**config.mk**
```make
export PLATFORM = sky130hd
export DESIGN_NAME = rv_plic_claim_ctrl
export DESIGN_NICKNAME = d
export VERILOG_FILES = /design/src/rtl/rv_plic_ctrl_pkg.sv /design/src/rtl/rv_plic_gateway.sv /design/src/rtl/rv_plic_claim_ctrl.sv
export SDC_FILE = /design/constraint.sdc
export NUM_CORES = 1
export LEC_CHECK = 0
export BUFFER_PORTS_ARGS = -buffer_cell sky130_fd_sc_hd__buf_2
export CORE_ASPECT_RATIO = 0.8
export CORE_UTILIZATION = 35
export CTS_CLUSTER_DIAMETER = 40
export CTS_CLUSTER_SIZE = 28
export DETAILED_ROUTE_END_ITERATION = 10
export GPL_ROUTABILITY_DRIVEN = 1
export SLEW_MARGIN = 20
export SYNTH_ARGS = -nofsm -noshare
export SYNTH_HDL_FRONTEND = slang
export SYNTH_SLANG_ARGS = --single-unit
```
**constraint.sdc**
```tcl
create_clock -name clk_i -period 2.2 [get_ports clk_i]
set_clock_uncertainty 0.15 [all_clocks]
set_input_delay 0.22 -clock clk_i [delete_from_list [all_inputs] [get_ports clk_i]]
set_output_delay 0.22 -clock clk_i [all_outputs]
set_load 0.01 [all_outputs]
```
**src/rtl/rv_plic_ctrl_pkg.sv**
```systemverilog
// Shared types and sizing helpers for the PLIC claim/complete controller.
package rv_plic_ctrl_pkg;

   typedef enum logic [1:0] {
      IDLE,
      RESP,
      SETTLE
   } claim_state_e;

   localparam int SETTLE_CYCLES_DEFAULT = 2;
   localparam int SETTLE_CNT_W          = $clog2(SETTLE_CYCLES_DEFAULT + 1);

   // Counter width for an arbitrary lockout length; never narrower than one bit.
   function automatic int settle_cnt_w(input int settle_cycles);
      return (settle_cycles < 1) ? 1 : $clog2(settle_cycles + 1);
   endfunction

endpackage

```
**src/rtl/rv_plic_gateway.sv**
```systemverilog
// Level-triggered gateway for one interrupt source: latches pending and tracks in-service.
module rv_plic_gateway (
   input  logic clk_i,
   input  logic rst_i,
   input  logic src_i,
   input  logic claim_i,
   input  logic complete_i,
   output logic ip_o,
   output logic active_o
);

   logic ip_reg;
   logic active_reg;

   // Set looks at registered active, so a completed source re-pends one edge later at the earliest.
   always_ff @(posedge clk_i) begin
      if (rst_i) begin
         ip_reg     <= 1'b0;
         active_reg <= 1'b0;
      end else begin
         if (claim_i) begin
            ip_reg <= 1'b0;
         end else if (src_i && !active_reg) begin
            ip_reg <= 1'b1;
         end

         if (claim_i) begin
            active_reg <= 1'b1;
         end else if (complete_i) begin
            active_reg <= 1'b0;
         end
      end
   end

   assign ip_o     = ip_reg;
   assign active_o = active_reg;

endmodule

```
**src/rtl/rv_plic_claim_ctrl.sv**
```systemverilog
// Per-target claim/complete sequencer: serializes claims, drives gateways, flags bad completes.
module rv_plic_claim_ctrl
   import rv_plic_ctrl_pkg::*;
#(
   parameter  int N_SOURCE      = 32,
   parameter  int SETTLE_CYCLES = SETTLE_CYCLES_DEFAULT,
   localparam int SrcWidth      = $clog2(N_SOURCE)
) (
   input  logic                clk_i,
   input  logic                rst_i,
   input  logic [N_SOURCE-1:0] src_i,
   input  logic                irq_i,
   input  logic [SrcWidth-1:0] irq_id_i,
   output logic [N_SOURCE-1:0] ip_o,
   output logic [N_SOURCE-1:0] active_o,
   input  logic                claim_valid_i,
   output logic                claim_ready_o,
   output logic                claim_rvalid_o,
   output logic [SrcWidth-1:0] claim_id_o,
   input  logic                complete_i,
   input  logic [SrcWidth-1:0] complete_id_i,
   output logic                complete_err_o
);

   localparam int CntW = settle_cnt_w(SETTLE_CYCLES);
   localparam int IdxN = 1 << SrcWidth;
   localparam logic [CntW-1:0] SettleLoad = CntW'(SETTLE_CYCLES - 1);

   claim_state_e        state_reg, state_next;
   logic [CntW-1:0]     cnt_reg, cnt_next;
   logic [SrcWidth-1:0] claim_id_reg;
   logic                err_reg;

   logic [N_SOURCE-1:0] ip_vec;
   logic [N_SOURCE-1:0] active_vec;
   logic [IdxN-1:0]     ip_ext;
   logic [IdxN-1:0]     active_ext;
   logic                handshake;
   logic                grant_valid;
   logic [SrcWidth-1:0] grant_id;
   logic                complete_bad;
   logic                src0_unused;

   // Source 0 is the reserved "no interrupt" ID and has no gateway.
   assign src0_unused   = src_i[0];
   assign ip_vec[0]     = 1'b0;
   assign active_vec[0] = 1'b0;

   // Zero-padded views so out-of-range IDs index a 0 rather than falling off the vector.
   assign ip_ext     = IdxN'(ip_vec);
   assign active_ext = IdxN'(active_vec);

   assign claim_ready_o = (state_reg == IDLE) && !rst_i;
   assign handshake     = claim_valid_i && claim_ready_o;
   assign grant_valid   = handshake && irq_i && ip_ext[irq_id_i];
   assign grant_id      = grant_valid ? irq_id_i : '0;

   // A complete racing the claim of the same ID targets that claim, so it is not an error.
   assign complete_bad = !active_ext[complete_id_i] &&
                         !(grant_valid && (grant_id == complete_id_i));

   generate
      for (genvar gi = 1; gi < N_SOURCE; gi++) begin : g_src
         logic grant_hit;
         logic complete_hit;

         assign grant_hit    = grant_valid && (irq_id_i == SrcWidth'(gi));
         assign complete_hit = complete_i && (complete_id_i == SrcWidth'(gi));

         rv_plic_gateway u_gateway (
            .clk_i      (clk_i),
            .rst_i      (rst_i),
            .src_i      (src_i[gi]),
            .claim_i    (grant_hit),
            .complete_i (complete_hit),
            .ip_o       (ip_vec[gi]),
            .active_o   (active_vec[gi])
         );
      end
   endgenerate

   always_comb begin
      state_next = state_reg;
      cnt_next   = cnt_reg;
      case (state_reg)
         IDLE: begin
            if (handshake) begin
               state_next = RESP;
            end
         end
         RESP: begin
            cnt_next   = SettleLoad;
            state_next = (SETTLE_CYCLES > 1) ? SETTLE : IDLE;
         end
         SETTLE: begin
            cnt_next = cnt_reg - CntW'(1);
            if (cnt_reg == CntW'(1)) begin
               state_next = IDLE;
            end
         end
         default: begin
            state_next = IDLE;
         end
      endcase
   end

   always_ff @(posedge clk_i) begin
      if (rst_i) begin
         state_reg    <= IDLE;
         cnt_reg      <= '0;
         claim_id_reg <= '0;
         err_reg      <= 1'b0;
      end else begin
         state_reg <= state_next;
         cnt_reg   <= cnt_next;
         if (handshake) begin
            claim_id_reg <= grant_id;
         end
         err_reg <= complete_i && complete_bad;
      end
   end

   assign ip_o           = ip_vec;
   assign active_o       = active_vec;
   assign claim_rvalid_o = (state_reg == RESP);
   assign claim_id_o     = claim_id_reg;
   assign complete_err_o = err_reg;

endmodule

```
==> run_results.csv, run 1 <==
group,metric,value,unit
detailed_routing,vias_per_cell,5.42,
synth,ys_seq_area_share,33.8,%
power,ir_drop,0.000520,V
cells_and_area,finalNetCount,643,
setup_path,critPathSlowestCell,"or3_1",
clock_tree,cts_max_path_buffers,2,
setup_path,worstPathCellList,"inv_1, ha_1, nor2b_2, nand3_2, or3_1, buf_4, o41ai_2",
global_routing,antenna_found_initial,0,
clock_tree,path_clk_slew,0.06,ns
setup_path,crit_required,2.28,ns
detailed_routing,routed_wl,13500,um
synth,async_reset_ff_share,0,%
clock_tree,htree_levels,3,
synth,yosys_warnings,0,
synth,synth_top_area_share,33.8,%
sta,rsz0062_at_grt,"false",
floorplanning,die_area,12600,um2
detailed_routing,num_vias,4024,
cells_and_area,instances_no_fill,743,
setup_path,endpoint_kind,"flip-flop",
setup_path,crit_cells,7,
sta,maxSlewViolCount,0,
setup_path,slowest_delay,0.44,ns
place,placed_cells,727,
global_routing,grt_overflow,0,
min_path,hp-class,"input port to flip-flop",
synth,synth_area_leaders,"dfxtp_1 34%, buf_4 11%, nor2b_1 6.0%",
synth,netlist_instances,510,
run,max-cap-violations,0,
place,io_buffers,115,
clock_tree,cts_tree,"yes",
cells_and_area,area_delta_synth_final,20.6,%
synth,netlist_area,4270,um2
synth,synth_ff_type,"dfxtp_1",
clock_tree,cts_sinks,72,
floorplanning,die_h,101,um
setup_path,timing.rr.start,"state_reg[1]",
global_routing,grt_max_degree,48,
status,status,"finished, violations left",
sta,fmax,478,MHz
synth,ys_ff_latch,72,
floorplanning,core_area,11700,um2
sta,setup_violations,0,
setup_path,crit_arrival,2.18,ns
power,leakagePower,2.21,nW
synth,synth_enable_flop_cells,0,
place,dpl_cell_area,4800,um2
setup_path,cp-endpoint,"g_src[11].u_gateway.active_o",
detailed_routing,firstDrtPassIters,8,
clock_tree,clkLatencyLatePin,0.34,ns
global_routing,grt_pass1_vias,3776,
sta,holdWs,0.120,ns
cells_and_area,finish.utilization,44.0,%
global_routing,grt_pass1_wl,20800,um
setup_path,r2r_cells,7,
status,violations,"design-rule violations",
setup_path,cp-start-kind,"flip-flop",
cells_and_area,fin_area,5150,um2
clock_tree,root_buffer,"clkbuf_16",
setup_path,r2r_slack,0.11,ns
global_routing,grtUsageTotal,21.7,%
detailed_routing,drc,11,
sta,min_period,2.09,ns
floorplanning,io_pins,119,
cells_and_area,drive_gt1_share,33.6,%
cells_and_area,n_antenna_cell,0,
clock_tree,cts_hold_repair.buffers,0,
detailed_routing,avgRoutedWirePerCell,18.2,um
setup_path,r2r_end,"g_src[11].u_gateway.active_o",
detailed_routing,antenna_left,0,
power,power_density,711,nW/um2
floorplanning,die_x,125,um
sta,fin_crit_sh,95.2,%
place,hpwl,10200,um
setup_path,startpoint,"state_reg[1]",
setup_path,critical_path_class,"flip-flop to flip-flop",
floorplanning,row_count,35,
setup_path,critical_path_peak_fanout,5,
sta,setup_tns,0,ns
floorplanning,start_util,36.5,%
synth,syn_area_per_cell,8.37,um2
sta,hold_viol,0,
setup_path,cp_num_buf_inv,2,
clock_tree,cts_inserted_buffers,9,
detailed_routing,drt_iter0_drc,319,
place,place_congestion,0.916,
setup_path,critical_path.top_delay_family,"simple AND/OR/NAND/NOR gates",
synth,synth_cell_types,54,
synth,synth_top_area_cell,"dfxtp_1",
## worst min path at each step
stage           startpoint                     endpoint  slack (ns)  cells past startpoint
3_3_place_gp    cnt_reg[1]                   cnt_reg[1]        0.31                      2
5_1_grt          src_i[26]     g_src[26].u_gateway.ip_o        0.14                      4
2_1_floorplan  irq_id_i[0]  g_src[6].u_gateway.active_o        0.28                      3
3_5_place_dp    cnt_reg[1]                   cnt_reg[1]        0.32                      2
4_1_cts          src_i[18]     g_src[18].u_gateway.ip_o        0.11                      4
6_report         src_i[18]     g_src[18].u_gateway.ip_o        0.12                      4
## final cells by class
class | count | area, um2
sequential | 72 | 1440
fill | 1192 | 6550
clock inverter | 3 | 40.0
timing repair buffer | 162 | 978
inverter | 7 | 26.3
multi-input combinational | 339 | 2210
tap | 148 | 185
clock buffer | 12 | 267
## cells in the final DEF, fill, tap and decap left out, types with 7 or more instances in the layout
master / n
a31oi_1: 12
nand3_1: 18
nor2b_1: 40
clkbuf_16: 9
nand2b_1: 10
mux2_1: 9
buf_2: 115
dfxtp_1: 72
nor3_1: 7
o21ai_1: 7
mux4_2: 7
a21oi_1: 38
o21ai_0: 48
nor2_1: 19
nand2_1: 43
mux2i_1: 7
buf_4: 43
## kinds of logic after synthesis
group | Yosys count | synth area share [%]
simple gates | 156 | 19.3
compound gates | 147 | 21.4
fa+ha+maj | 5 | 1.47
buf+inv | 100 | 15.0
mux | 24 | 7.97
xor+xnor | 5 | 1.03
other cells | 1 | 0.0879
flops | 72 | 33.8
## synthesized netlist by cell type, types with 4 or more instances
cell type	number
mux2i_1	7
nor2_1	19
mux2_1	9
o21ai_1	7
o41ai_1	5
nor4_2	4
nor3_1	7
nand3_1	19
dfxtp_1	72
nand2b_1	10
o21ai_0	48
a41oi_1	4
a31oi_1	12
mux4_2	7
nor2b_1	41
o211ai_1	6
a21oi_1	38
ha_1	5
nand2_1	43
inv_1	6
clkbuf_1	17
buf_4	65
buf_2	6
o22ai_1	4
## metal layers
metal | GRT usage, % | share of wire [%] | routed length (um)
met3 | 5.15 | 8.1 | 1090
met4 | 5.53 | 0.84 | 114
met1 | 30.6 | 48 | 6480
met5 | 0 | 0 | 0
met2 | 33.1 | 43 | 5840
## metrics by stage
step           total power [mW]  setup WS (ns)
6_report                   3.66          0.106
3_3_place_gp               2.15         -0.191
3_5_place_dp               2.17         -0.329
4_1_cts                    3.66        0.00487
5_1_grt                    3.82         0.0236
2_1_floorplan              1.89          0.118
## tightest hold or removal path: cells and delay by family
family,cells,cell delay [ns]
AOI/OAI and AO/OA,2,0.17
and+or+nand+nor,1,0.10
buffers and inverters,1,0.07
## report_power, final
group | internal [mW] | switching, mW | total, mW
clock network | 0.960 | 0.540 | 1.50
registers | 1.37 | 0.0467 | 1.42
logic | 0.330 | 0.410 | 0.740
## timing repair
action | 4_1_cts | 5_1_grt
pin swaps | 1 | 0
endpoints found under the setup margin | 19 | 6
gates resized for setup | 1 | 3
setup buffers | 1 | 0
Power figures use the tool's default switching activity.
==> run 2, diff against run 1 <==
--- a/config.mk
+++ b/config.mk
@@ -8,6 +8,7 @@
 export BUFFER_PORTS_ARGS = -buffer_cell sky130_fd_sc_hd__buf_2
 export CORE_ASPECT_RATIO = 0.8
 export CORE_UTILIZATION = 35
+export CTS_BUF_LIST = sky130_fd_sc_hd__clkbuf_4
 export CTS_CLUSTER_DIAMETER = 40
 export CTS_CLUSTER_SIZE = 28
 export DETAILED_ROUTE_END_ITERATION = 10
==> run 2 against run 1 <==
Compared with the run above:
- the flow still finishes with violations (design-rule violations)
- first-iteration DRC count down 1.3%
- clock power down 48%
- critical path depth unchanged
- sequential power about the same
- worst setup slack worse by 0.015 ns
- non-clock buffer count unchanged
- clock-buffer cell count down 3
- power down 20%
- hold slack worse by 0.097 ns
- register-to-register slack worse by 0.02 ns
==> run_results.csv, run 2 (same netlist as run 1, synthesis figures left out) <==
group,metric,value,unit
status,status,"finished, violations left",
status,violations,"design-rule violations",
setup_path,critPathSlowestCell,"or3_1",
floorplanning,core_area,11700,um2
detailed_routing,antenna_left,0,
clock_tree,htree_levels,3,
place,hpwl,10200,um
clock_tree,root_buffer,"clkbuf_4",
global_routing,grt_pass1_wl,20800,um
run,max-cap-violations,0,
power,power_frac_seq,48.3,%
sta,rsz0062_at_grt,"false",
global_routing,grt_overflow,0,
place,place_congestion,0.916,
floorplanning,io_pins,119,
cells_and_area,layout_commonest_cell,"buf_2",
power,power_density,592,nW/um2
global_routing,use_met2,33.1,%
detailed_routing,drc,11,
floorplanning,die_area,12600,um2
floorplanning,die_h,101,um
setup_path,critical_path.top_delay_family,"simple AND/OR/NAND/NOR gates",
global_routing,grt.busiest_layer,"met2",
floorplanning,start_util,36.5,%
setup_path,crit_cells,7,
setup_path,crit_arrival,2.29,ns
global_routing,grt_pass1_vias,3774,
floorplanning,die_x,125,um
min_path,hp-class,"input port to flip-flop",
sta,hold_viol,0,
cells_and_area,area_delta_synth_final,16.2,%
cells_and_area,layout_common_cells,"115 x buf_2, 72 x dfxtp_1, 48 x o21ai_0, 43 x nand2_1, 43 x buf_4",
setup_path,cp-start-kind,"flip-flop",
detailed_routing,firstDrtPassIters,9,
sta,min_period,2.11,ns
detailed_routing,drt_iter0_drc,315,
place,io_buffers,115,
clock_tree,cts_inserted_buffers,9,
setup_path,worstPathCellList,"inv_1, ha_1, nor2b_2, nand3_2, or3_1, buf_4, o41ai_1",
global_routing,grtUsageTotal,21.6,%
power,ir_drop,0.000456,V
setup_path,cp_num_buf_inv,2,
floorplanning,row_count,35,
setup_path,critical_path_class,"flip-flop to flip-flop",
power,swShare,31.0,%
power,p_sw,0.912,mW
cells_and_area,n_antenna_cell,0,
detailed_routing,vias_per_cell,5.38,
cells_and_area,fill_cells,1211,
setup_path,crit_required,2.38,ns
power,leakagePower,2.12,nW
cells_and_area,drive_gt1_share,33.1,%
sta,fmax,474,MHz
sta,fin_crit_sh,95.9,%
cells_and_area,fin_area,4960,um2
setup_path,endpoint_kind,"flip-flop",
power,power_frac_comb,25.2,%
global_routing,antenna_found_initial,0,
power,p_int,2.03,mW
detailed_routing,routed_wl,13500,um
clock_tree,path_clk_slew,0.12,ns
min_path,hold_path_depth,4,
sta,setup_violations,0,
sta,setup_tns,0,ns
clock_tree,cts_max_path_buffers,2,
power,power,2.94,mW
global_routing,use_met3,5.25,%
place,dpl_cell_area,4800,um2
clock_tree,cts_tree,"yes",
power,clkPwrFrac,26.6,%
setup_path,r2r_cells,7,
global_routing,grt_use_met1,30.7,%
setup_path,slowest_delay,0.45,ns
global_routing,grt_max_degree,48,
detailed_routing,avgRoutedWirePerCell,18.2,um
detailed_routing,num_vias,3999,
sta,maxSlewViolCount,0,
cells_and_area,finalNetCount,643,
clock_tree,cts_sinks,72,
clock_tree,clkLatencyLatePin,0.43,ns
setup_path,critical_path_peak_fanout,5,
## run 2: cell types whose count changed in the layout (fill, tap and decap cells not counted)
cell       before  now
clkinv_1        0    3
clkbuf_4        0    9
clkbuf_8        3    0
clkbuf_16       9    0
## run 2: final timing paths
path / start / endpoint / slack [ns]
max: state_reg[1] / g_src[9].u_gateway.active_o / 0.09
min: src_i[18] / g_src[18].u_gateway.ip_o / 0.02
max reg2reg: state_reg[1] / g_src[9].u_gateway.active_o / 0.09
min reg2reg: cnt_reg[1] / cnt_reg[1] / 0.33
## run 2: power groups by stage
stage	registers [mW]	clock network [mW]	logic (mW)
after floorplan	1.44	0	0.454
after global placement	1.45	0	0.701
after detailed placement	1.45	0	0.720
after CTS	1.42	0.802	0.735
after global routing	1.43	0.862	0.812
final	1.42	0.781	0.740
## run 2: per-stage QoR
stage / hold slack (ns) / cells / utilization [%] / setup slack (ns)
6_report: 0.0233 / 743 / 42.4 / 0.0907
4_1_cts: 0.000658 / 743 / 42.3 / 0.0492
2_1_floorplan: 0.276 / 511 / - / 0.118
3_3_place_gp: 0.306 / 727 / 41.0 / -0.191
3_5_place_dp: 0.316 / 727 / 41.0 / -0.329
5_1_grt: 0.0280 / 743 / 42.4 / 0.0169
## run 2: what timing repair did
action,CTS,global route
gates resized for setup,2,2
setup endpoints to repair,19,2
pin swaps,1,0
hold buffers,0,0
setup buffers,1,0
## run 2: worst reg2reg max path, delay by kind of cell (launching register included)
kind | cells | cell delay [ns]
adders and majority gates | 1 | 0.16
DFF | 1 | 0.33
AOI/OAI and AO/OA | 1 | 0.33
and+or+nand+nor | 3 | 0.79
buffers and inverters | 2 | 0.28
## run 2: cell type report
class	count	area (um2)	area share, %
timing repair buffer	162	978	19.7
multi-input combinational	339	2210	44.6
inverter	7	26.3	0.530
sequential	72	1440	29.1
clock inverter	6	51.3	1.03
clock buffer	9	67.6	1.36
tap	148	185	3.73
## run 2: per-layer routing
metal,routed length (um),vias up
met5,0,-
met4,72,0
met3,1160,7
met2,5840,173
met1,6420,1897
li1,-,1922
